[config.mk]
export PLATFORM = sky130hd
export DESIGN_NAME = lamp_switch_conditioner
export DESIGN_NICKNAME = d
export VERILOG_FILES = /design/src/rtl/lamp_switch_conditioner_pkg.sv /design/src/rtl/switch_debounce.sv /design/src/rtl/lamp_switch_conditioner.sv
export SDC_FILE = /design/constraint.sdc
export NUM_CORES = 1
export LEC_CHECK = 0
export CORE_ASPECT_RATIO = 1.1
export CORE_UTILIZATION = 51
export CTS_CLUSTER_SIZE = 28
export DETAILED_ROUTE_END_ITERATION = 7
export DONT_BUFFER_PORTS = 1
export PLACE_DENSITY = 0.66
export SETUP_SLACK_MARGIN = 0.2
export SLEW_MARGIN = 25
export SYNTH_ARGS = -nofsm -noshare
export SYNTH_HDL_FRONTEND = slang
export SYNTH_HIERARCHICAL = 1
export SYNTH_SLANG_ARGS = --single-unit
[constraint.sdc]
create_clock -name clk -period 3.5 [get_ports clk]
set_clock_uncertainty 0.05 [all_clocks]
set_input_delay 0.7 -clock clk [delete_from_list [all_inputs] [get_ports clk]]
set_output_delay 0.7 -clock clk [all_outputs]
set_load 0.005 [all_outputs]
[src/rtl/lamp_switch_conditioner_pkg.sv]
// Shared definitions for the lamp switch conditioner: turn FSM state codes
// and the decode used whenever the FSM chooses a direction from a clean start.
package lamp_switch_conditioner_pkg;

  localparam int TURN_STATE_W = 3;

  typedef enum logic [TURN_STATE_W-1:0] {
    IDLE   = 3'd0,
    LEFT   = 3'd1,
    RIGHT  = 3'd2,
    HAZARD = 3'd3,
    GAP    = 3'd4
  } turnState_e;

  // Direction chosen from a blank lamp: {left, right} request to state.
  function automatic turnState_e idleDecode(input logic [1:0] req);
    turnState_e result;
    case (req)
      2'b00:   result = IDLE;
      2'b10:   result = LEFT;
      2'b01:   result = RIGHT;
      default: result = HAZARD;
    endcase
    return result;
  endfunction

endpackage

[src/rtl/switch_debounce.sv]
// Synchroniser plus debouncer for one raw dashboard switch. The clean level
// only moves after the synchronised input has disagreed with it for
// DEBOUNCE_CYCLES consecutive edges.
module switch_debounce #(
  parameter int DEBOUNCE_CYCLES = 20
) (
  input  logic clk,
  input  logic rst,
  input  logic raw,
  output logic db
);

  localparam int CNT_W = $clog2(DEBOUNCE_CYCLES + 1);
  localparam logic [CNT_W-1:0] CNT_LAST = CNT_W'(DEBOUNCE_CYCLES - 1);

  logic s1;
  logic s2;
  logic [CNT_W-1:0] cnt;

  // Two-flop synchroniser with nothing between the flops, to settle metastability.
  always_ff @(posedge clk) begin
    if (rst) begin
      s1 <= 1'b0;
      s2 <= 1'b0;
    end else begin
      s1 <= raw;
      s2 <= s1;
    end
  end

  // Count edges of disagreement; any return to the held level restarts the count.
  always_ff @(posedge clk) begin
    if (rst) begin
      cnt <= '0;
      db  <= 1'b0;
    end else if (s2 == db) begin
      cnt <= '0;
    end else if (cnt == CNT_LAST) begin
      db  <= s2;
      cnt <= '0;
    end else begin
      cnt <= cnt + 1'b1;
    end
  end

endmodule

[src/rtl/lamp_switch_conditioner.sv]
// Front end of the car lamp controller: debounces the four dashboard switches
// and sequences the turn requests so every direction swap passes through a
// dark gap before the new direction is presented downstream.
module lamp_switch_conditioner
  import lamp_switch_conditioner_pkg::*;
#(
  parameter int DEBOUNCE_CYCLES = 20,
  parameter int GAP_CYCLES      = 4
) (
  input  logic                    clk,
  input  logic                    rst,
  input  logic                    sw_left,
  input  logic                    sw_right,
  input  logic                    sw_brake,
  input  logic                    sw_door,
  output logic                    rstL,
  output logic                    rstR,
  output logic                    rstBrake,
  output logic                    rstDoor,
  output logic [TURN_STATE_W-1:0] turn_state
);

  localparam int GAP_W = $clog2(GAP_CYCLES + 1);
  localparam logic [GAP_W-1:0] GAP_LAST = GAP_W'(GAP_CYCLES - 1);

  logic dbLeft;
  logic dbRight;
  logic dbBrake;
  logic dbDoor;
  logic [1:0] req;

  turnState_e state;
  turnState_e nextState;
  logic [GAP_W-1:0] gcnt;

  switch_debounce #(.DEBOUNCE_CYCLES(DEBOUNCE_CYCLES)) leftDebounce (
    .clk(clk), .rst(rst), .raw(sw_left), .db(dbLeft)
  );

  switch_debounce #(.DEBOUNCE_CYCLES(DEBOUNCE_CYCLES)) rightDebounce (
    .clk(clk), .rst(rst), .raw(sw_right), .db(dbRight)
  );

  switch_debounce #(.DEBOUNCE_CYCLES(DEBOUNCE_CYCLES)) brakeDebounce (
    .clk(clk), .rst(rst), .raw(sw_brake), .db(dbBrake)
  );

  switch_debounce #(.DEBOUNCE_CYCLES(DEBOUNCE_CYCLES)) doorDebounce (
    .clk(clk), .rst(rst), .raw(sw_door), .db(dbDoor)
  );

  assign req = {dbLeft, dbRight};

  // Next turn state: a direction change that would leave one lamp lit goes through GAP.
  always_comb begin
    nextState = state;
    case (state)
      IDLE: nextState = idleDecode(req);
      LEFT: begin
        case (req)
          2'b10:   nextState = LEFT;
          2'b00:   nextState = IDLE;
          2'b11:   nextState = HAZARD;
          default: nextState = GAP;
        endcase
      end
      RIGHT: begin
        case (req)
          2'b01:   nextState = RIGHT;
          2'b00:   nextState = IDLE;
          2'b11:   nextState = HAZARD;
          default: nextState = GAP;
        endcase
      end
      HAZARD: begin
        case (req)
          2'b11:   nextState = HAZARD;
          2'b00:   nextState = IDLE;
          default: nextState = GAP;
        endcase
      end
      GAP: begin
        if (gcnt == GAP_LAST) begin
          nextState = idleDecode(req);
        end
      end
      default: nextState = IDLE;
    endcase
  end

  // State, gap timer and turn outputs registered together so they stay aligned.
  always_ff @(posedge clk) begin
    if (rst) begin
      state <= IDLE;
      gcnt  <= '0;
      rstL  <= 1'b0;
      rstR  <= 1'b0;
    end else begin
      state <= nextState;
      if (state == GAP && nextState == GAP) begin
        gcnt <= gcnt + 1'b1;
      end else begin
        gcnt <= '0;
      end
      rstL <= (nextState == LEFT) || (nextState == HAZARD);
      rstR <= (nextState == RIGHT) || (nextState == HAZARD);
    end
  end

  // Brake and door get one register so they line up with the turn outputs.
  always_ff @(posedge clk) begin
    if (rst) begin
      rstBrake <= 1'b0;
      rstDoor  <= 1'b0;
    end else begin
      rstBrake <= dbBrake;
      rstDoor  <= dbDoor;
    end
  end

  assign turn_state = state;

endmodule
Word-level counts from Yosys, hierarchy flattened
Index checks and enable logic that the tools add are counted.
{ "word_totals": {"reg_bits": 42, "inputBits": 6, "output_inout_bits": 7, "elab_cells": 72} }
{ "classes": {"addsub": 5, "n_mux": 6, "eq_ne": 20, "reduce_logical": 14, "n_bitwise": 5} }
{ "ops": {"columns": ["operator", "n"], "rows": [
  ["adder 5 x 1 -> 5 bit (second input constant)", 4],
  ["== test 5 bit (second input constant)", 4],
  ["one-hot mux 3 bit (3 select lines)", 2],
  ["== test 3 x 2 -> 1 bit (second input constant)", 5],
  ["one-hot mux 3 bit (5 select lines)", 1],
  ["OR reduction 3 bit", 4],
  ["AND reduction 2 bit", 4],
  ["== test 3 x 1 -> 1 bit (second input constant)", 2],
  ["== test 3 bit (second input constant)", 2],
  ["one-hot mux 2 bit (3 select lines)", 1],
  ["one-hot mux 3 bit (2 select lines)", 1],
  ["NOT 1 bit", 5],
  ["== test 1 bit", 4],
  ["== test 2 bit (second input constant)", 2],
  ["adder 3 x 1 -> 3 bit (second input constant)", 1],
  ["logical NOT 3 bit", 1],
  ["2-to-1 mux 3 bit", 1],
  ["== test 2 x 1 -> 1 bit (second input constant)", 1],
  ["logical NOT 2 bit", 1],
  ["logical OR 1 bit", 2],
  ["OR reduction 2 bit", 1],
  ["logical AND 1 bit", 1]
]} }

Logic depth before layout (Yosys ltp)
{ "depth": {"ltp_word": 8, "mapped_depth": 5, "depth_no_buf": 5} }

By module
Netlist, hierarchy kept.
{ "by_module_without_submodules": {"columns": ["mod", "cells_each", "seq_area_each_um2", "instances", "area_per_inst_um2"], "rows": [
  ["switch_debounce", 31, 160.2, 4, 321.6],
  ["lamp_switch_conditioner", 48, 200.2, 1, 493.0]
]} }

Least setup slack after synthesis
No wires, ideal clock.
{ "synth_path": {"kind": "reg-to-reg", "start": "register gcnt[0]", "end": "register state[2] (netlist: turn_state[2])", "slack_ps": 2004, "period_less_slack_ps": 1496, "arrival_ps": 1388, "setup_time_ps": 58, "stages_incl_launch_ff": 6, "required_time_ps": 3392, "n_path_buf": 0, "cell_sequence": "dfxtp_1 > ha_1 > ha_1 > nand2b_1 > o31ai_1 > o21ba_2"} }
{ "synth_via": {"elab_chain_cells": 3} }
{ "synth_lines": {"columns": ["element", "line_no", "text"], "rows": [
  ["start, declared", "lamp_switch_conditioner.sv:34", "logic [GAP_W-1:0] gcnt;"],
  ["start signal, assigned", "lamp_switch_conditioner.sv:101", "gcnt <= gcnt + 1'b1;"],
  ["== test 3 x 2 -> 1 bit", "lamp_switch_conditioner.sv:83", "if (gcnt == GAP_LAST) begin"],
  ["2-to-1 mux 3 bit", "lamp_switch_conditioner.sv:83", null],
  ["one-hot mux 3 bit (5 select lines)", "lamp_switch_conditioner.sv:57", "case (state)"],
  ["end signal, assigned", "lamp_switch_conditioner.sv:99", "state <= nextState;"],
  ["end, declared", "lamp_switch_conditioner.sv:32", "turnState_e state;"]
]} }
No other way between the ends.
A chain may end at the register's enable or synchronous reset.

Worst setup path after layout
Ends and elaborated chain as after synthesis.

==> impl_results.rst <==
.. list-table::
   :header-rows: 1

   * - Metric
     - Value
   * - Result of the run
     - finished, final reports clean
   * - Post-CTS setup repair buffer count
     - 0
   * - P_sw
     - 147.7 uW
   * - Leading post-synthesis cells by instance count
     - dfxtp_1 (42), nor2_1 (24), nor2b_1 (19)
   * - Share of async-settable or async-resettable flops after synthesis
     - 0
   * - Maximum vdd ir drop
     - between 0.2 and 0.3 mV
   * - Final Cell Area
     - 0.001891 mm2
   * - Internal power
     - 581.6 uW
   * - Distinct cell type count after synthesis
     - 28
   * - Final Critical Period
     - between 1.5 and 2 ns
   * - Worst slew margin relative to its limit
     - 0.6388
   * - Maximum level of the CTS H-tree
     - 2
   * - TritonCTS buffer count
     - 5
   * - Maximum frequency from static timing analysis
     - between 600 and 700 MHz
   * - Effective utilization at floorplan
     - 0.5342
   * - Detailed placer's ending HPWL
     - roughly 1900 um
   * - Final ANT Viol Nets
     - 0
   * - Standard cell with the maximum stage delay on the critical path
     - o31ai_1
   * - WL met1
     - 1160 um
   * - Highest routed metal layer
     - met4
   * - Synthesis Warnings
     - 6
   * - Slew @ Worst Pin
     - about 0.54 ns
   * - Proportion of power drawn by combinational gates
     - 0.017
   * - Critical Path AT
     - 1.87 ns
   * - XOR/XNOR share of the synthesized area
     - 0.05907
   * - Number of instances in the synthesized netlist
     - around 170
   * - Clock tree from TritonCTS
     - built
   * - Number of enable flip-flop cells after synthesis
     - 0
   * - First-pass detailed-route iteration total
     - 4
   * - Final Hold Fails
     - 0
   * - Global-route wire length before repair
     - a little under 5000 um
   * - Vias post-DR
     - 1167
   * - Area share of the largest cell type after synthesis
     - 0.4726
   * - Share of synthesized cell area in and, or, nand and nor gates
     - 0.2623
   * - Power per cell area
     - slightly below 400 mW/mm2
   * - Category of the critical setup timing path
     - register to register
   * - Worst hold path type
     - primary input to register
   * - Post-cts hold buffer count
     - 0
   * - Buffers added on ports
     - 0
   * - Clock root cell
     - clkbuf_4
   * - Clock slew seen by the registers of the worst setup and hold paths
     - 0.11 ns
   * - Area of the core
     - roughly 0.0033 mm2
   * - Aggregate negative setup slack
     - 0 ns
   * - Number of fill cells in the layout
     - about 310
   * - Final Util
     - 0.5676
   * - Most frequent cell on the critical path
     - ha_1
   * - Number of DRC markers in iteration 0
     - 67
   * - Per-instance average area after synthesis
     - 10.34 um2
   * - Most common flop cell mapped by yosys
     - dfxtp_1
   * - Most frequently used cell type in the post-synthesis netlist
     - dfxtp_1
   * - Fin. max-slew vios
     - 0
   * - Overflow left after global routing
     - 0
   * - Routed length per instance
     - approximately 12 um
   * - Number of max-cap violations
     - 0
   * - Count of nets after finishing
     - a little under 200
   * - CP Capture Type
     - register
   * - Antenna Diode Count
     - 0
   * - Final Total Pwr
     - between 700 and 800 uW
   * - Cell taking the most area after synthesis
     - dfxtp_1
   * - Post-synthesis compound-gate area fraction
     - 0.08579
   * - DP Cell Count
     - 220
   * - Worst-Skew Late Latency
     - about 0.34 ns
   * - Maximum number of pins on one net before global-route repair
     - 25
   * - Met3 wirelength from detailed routing
     - roughly 110 um
   * - Standby leakage power
     - just under 0.7 nW
   * - Share of final-layout standard cells stronger than drive strength 1
     - 0.09551
   * - Share of synthesized area occupied by flip-flops and latches
     - 0.4726
   * - Die width
     - about 58 um
   * - Syn Std Cell Area
     - roughly 0.0018 mm2
   * - Dominant combinational cell family by area after synthesis
     - simple AND/OR/NAND/NOR gates
   * - Net count after synthesis
     - between 150 and 200
   * - Antenna violations before repair
     - 0
   * - Height of the chip
     - roughly 64 um
   * - Detailed-routed wire length on met2
     - roughly 1300 um
   * - Post-route fraction of the period consumed by the critical path
     - 0.4659
   * - Flip-flop and latch count after synthesis
     - 42
   * - Number of primary I/O pins
     - 13
   * - Share of power burned in the clock network
     - 0.316
   * - Clock sink total
     - 42
   * - Global-route total usage across every layer
     - 0.1700
   * - RSZ-0062 raised after global routing
     - no
   * - Final setup violation count
     - 0
   * - Largest stage delay on the critical path
     - 0.48 ns
   * - Number of buffers on the longest clock path
     - 2
   * - Share of synthesized area spent on multiplexers
     - 0.02250
   * - Maximum fanout along the worst path
     - 4
   * - Dominant cells by area after synthesis
     - dfxtp_1 (47%), ha_1 (7.0%), nor2b_1 (6.7%), nor2_1 (5.1%), xor2_1 (3.9%)
   * - Via count of the first global-routing pass
     - 1140
   * - Startpoint type of the worst setup path
     - register
   * - Detailed-route DRC error count
     - 0
   * - Floorplan row count
     - 22
   * - Die outline area
     - around 0.0037 mm2
   * - Sequential cell fraction of total power
     - 0.666
   * - Average vias per placed instance
     - between 5 and 6
   * - Adder and majority cell fraction of the synthesized area
     - 0.07032
   * - Non-filler instance count after layout
     - around 230
   * - DP Area
     - roughly 0.0018 mm2
   * - Switch share
     - 0.2025
   * - Post-cts repair resize count
     - 0
   * - Wirelength, routed
     - 2630 um
   * - Req. time, crit path
     - ~3.7 ns
   * - Area Growth Syn to Fin
     - 6.259%
   * - Cell chain of the critical path
     - ha_1, ha_1, nand2b_1, o31ai_1, o21ba_2
   * - Final weighted congestion in routability-driven placement
     - 0.8263
[cells by family after synthesis]
family	Yosys count
simple gates	71
flops	42
compound gates	20
buf+inv	13
xor+xnor	12
fa+ha+maj	10
mux	4
[cell usage in the layout (no fill, tap or decap)]
master	n
o21ai_1	4
or4_1	1
o21ba_2	1
nand4b_1	4
nand3b_1	4
nand4bb_1	1
or2b_1	4
a21oi_1	2
o211a_1	1
o211ai_1	2
clkbuf_8	1
o21bai_1	1
inv_1	13
ha_1	10
nor4bb_2	4
a2111oi_2	2
xor2_1	8
nand3_1	4
mux2i_1	4
dfxtp_1	42
clkbuf_4	5
nand2b_1	1
and2b_1	1
nor2b_1	19
xnor2_1	4
or3b_4	4
o31ai_1	1
nor2_1	24
a31oi_1	4
o221ai_1	2
[layer usage]
layer / up-vias / GRT usage
li1: 601 / -
met1: 535 / 0.1894
met2: 26 / 0.2816
met3: 5 / 0.07085
met4: 0 / 0.07143
met5: - / 0
[final cells by class]
| type | instances | area (um2) | area share |
|---|---|---|---|
| Inverter | 13 | 48.80 | 0.02581 |
| Multi-Input combinational cell | 117 | 889.6 | 0.4705 |
| Clock buffer | 6 | 51.30 | 0.02713 |
| Sequential cell | 42 | 840.8 | 0.4447 |
| Tap cell | 48 | 60.06 | 0.03177 |
[registers in the layout, summed over array words and instances (netlist names), 3 cells and up]
signal             cells
brakeDebounce/cnt      5
turn_state             3
doorDebounce/cnt       5
rightDebounce/cnt      5
gcnt                   3
leftDebounce/cnt       5
[power groups by stage]
stage | Sequential, mW | Clock [mW] | Combinational [mW]
2_1_floorplan | 0.496 | 0 | 0.0109
3_3_place_gp | 0.497 | 0 | 0.0121
3_5_place_dp | 0.497 | 0 | 0.0126
6_report | 0.486 | 0.231 | 0.0125
4_1_cts | 0.486 | 0.242 | 0.0127
5_1_grt | 0.487 | 0.270 | 0.0141
[per-stage QoR]
step / hold WS (ns) / worst slack [ns]
6_report: 0.3705 / 1.870
3_3_place_gp: 0.3546 / 1.965
4_1_cts: 0.3434 / 1.865
2_1_floorplan: 0.3490 / 2.004
5_1_grt: 0.3277 / 1.739
3_5_place_dp: 0.3609 / 1.894
[critical path, delay by kind of cell (launching register included)]
family | cells | cell delay [ns]
AND/OR/NAND/NOR | 1 | 0.18
flip-flops | 1 | 0.33
adder cells (fa/ha/maj) | 2 | 0.35
AO/OA/AOI/OAI | 2 | 0.68
[path summary, 6_finish.rpt]
kind	from	end	slack, ns	cells after the start
max	gcnt[0]	turn_state[2]	1.87	5
min	rst	leftDebounce/db	0.37	1
max reg2reg	gcnt[0]	turn_state[2]	1.87	5
min reg2reg	gcnt[0]	gcnt[0]	0.38	1
No activity file was read; power rests on OpenSTA's default activity.
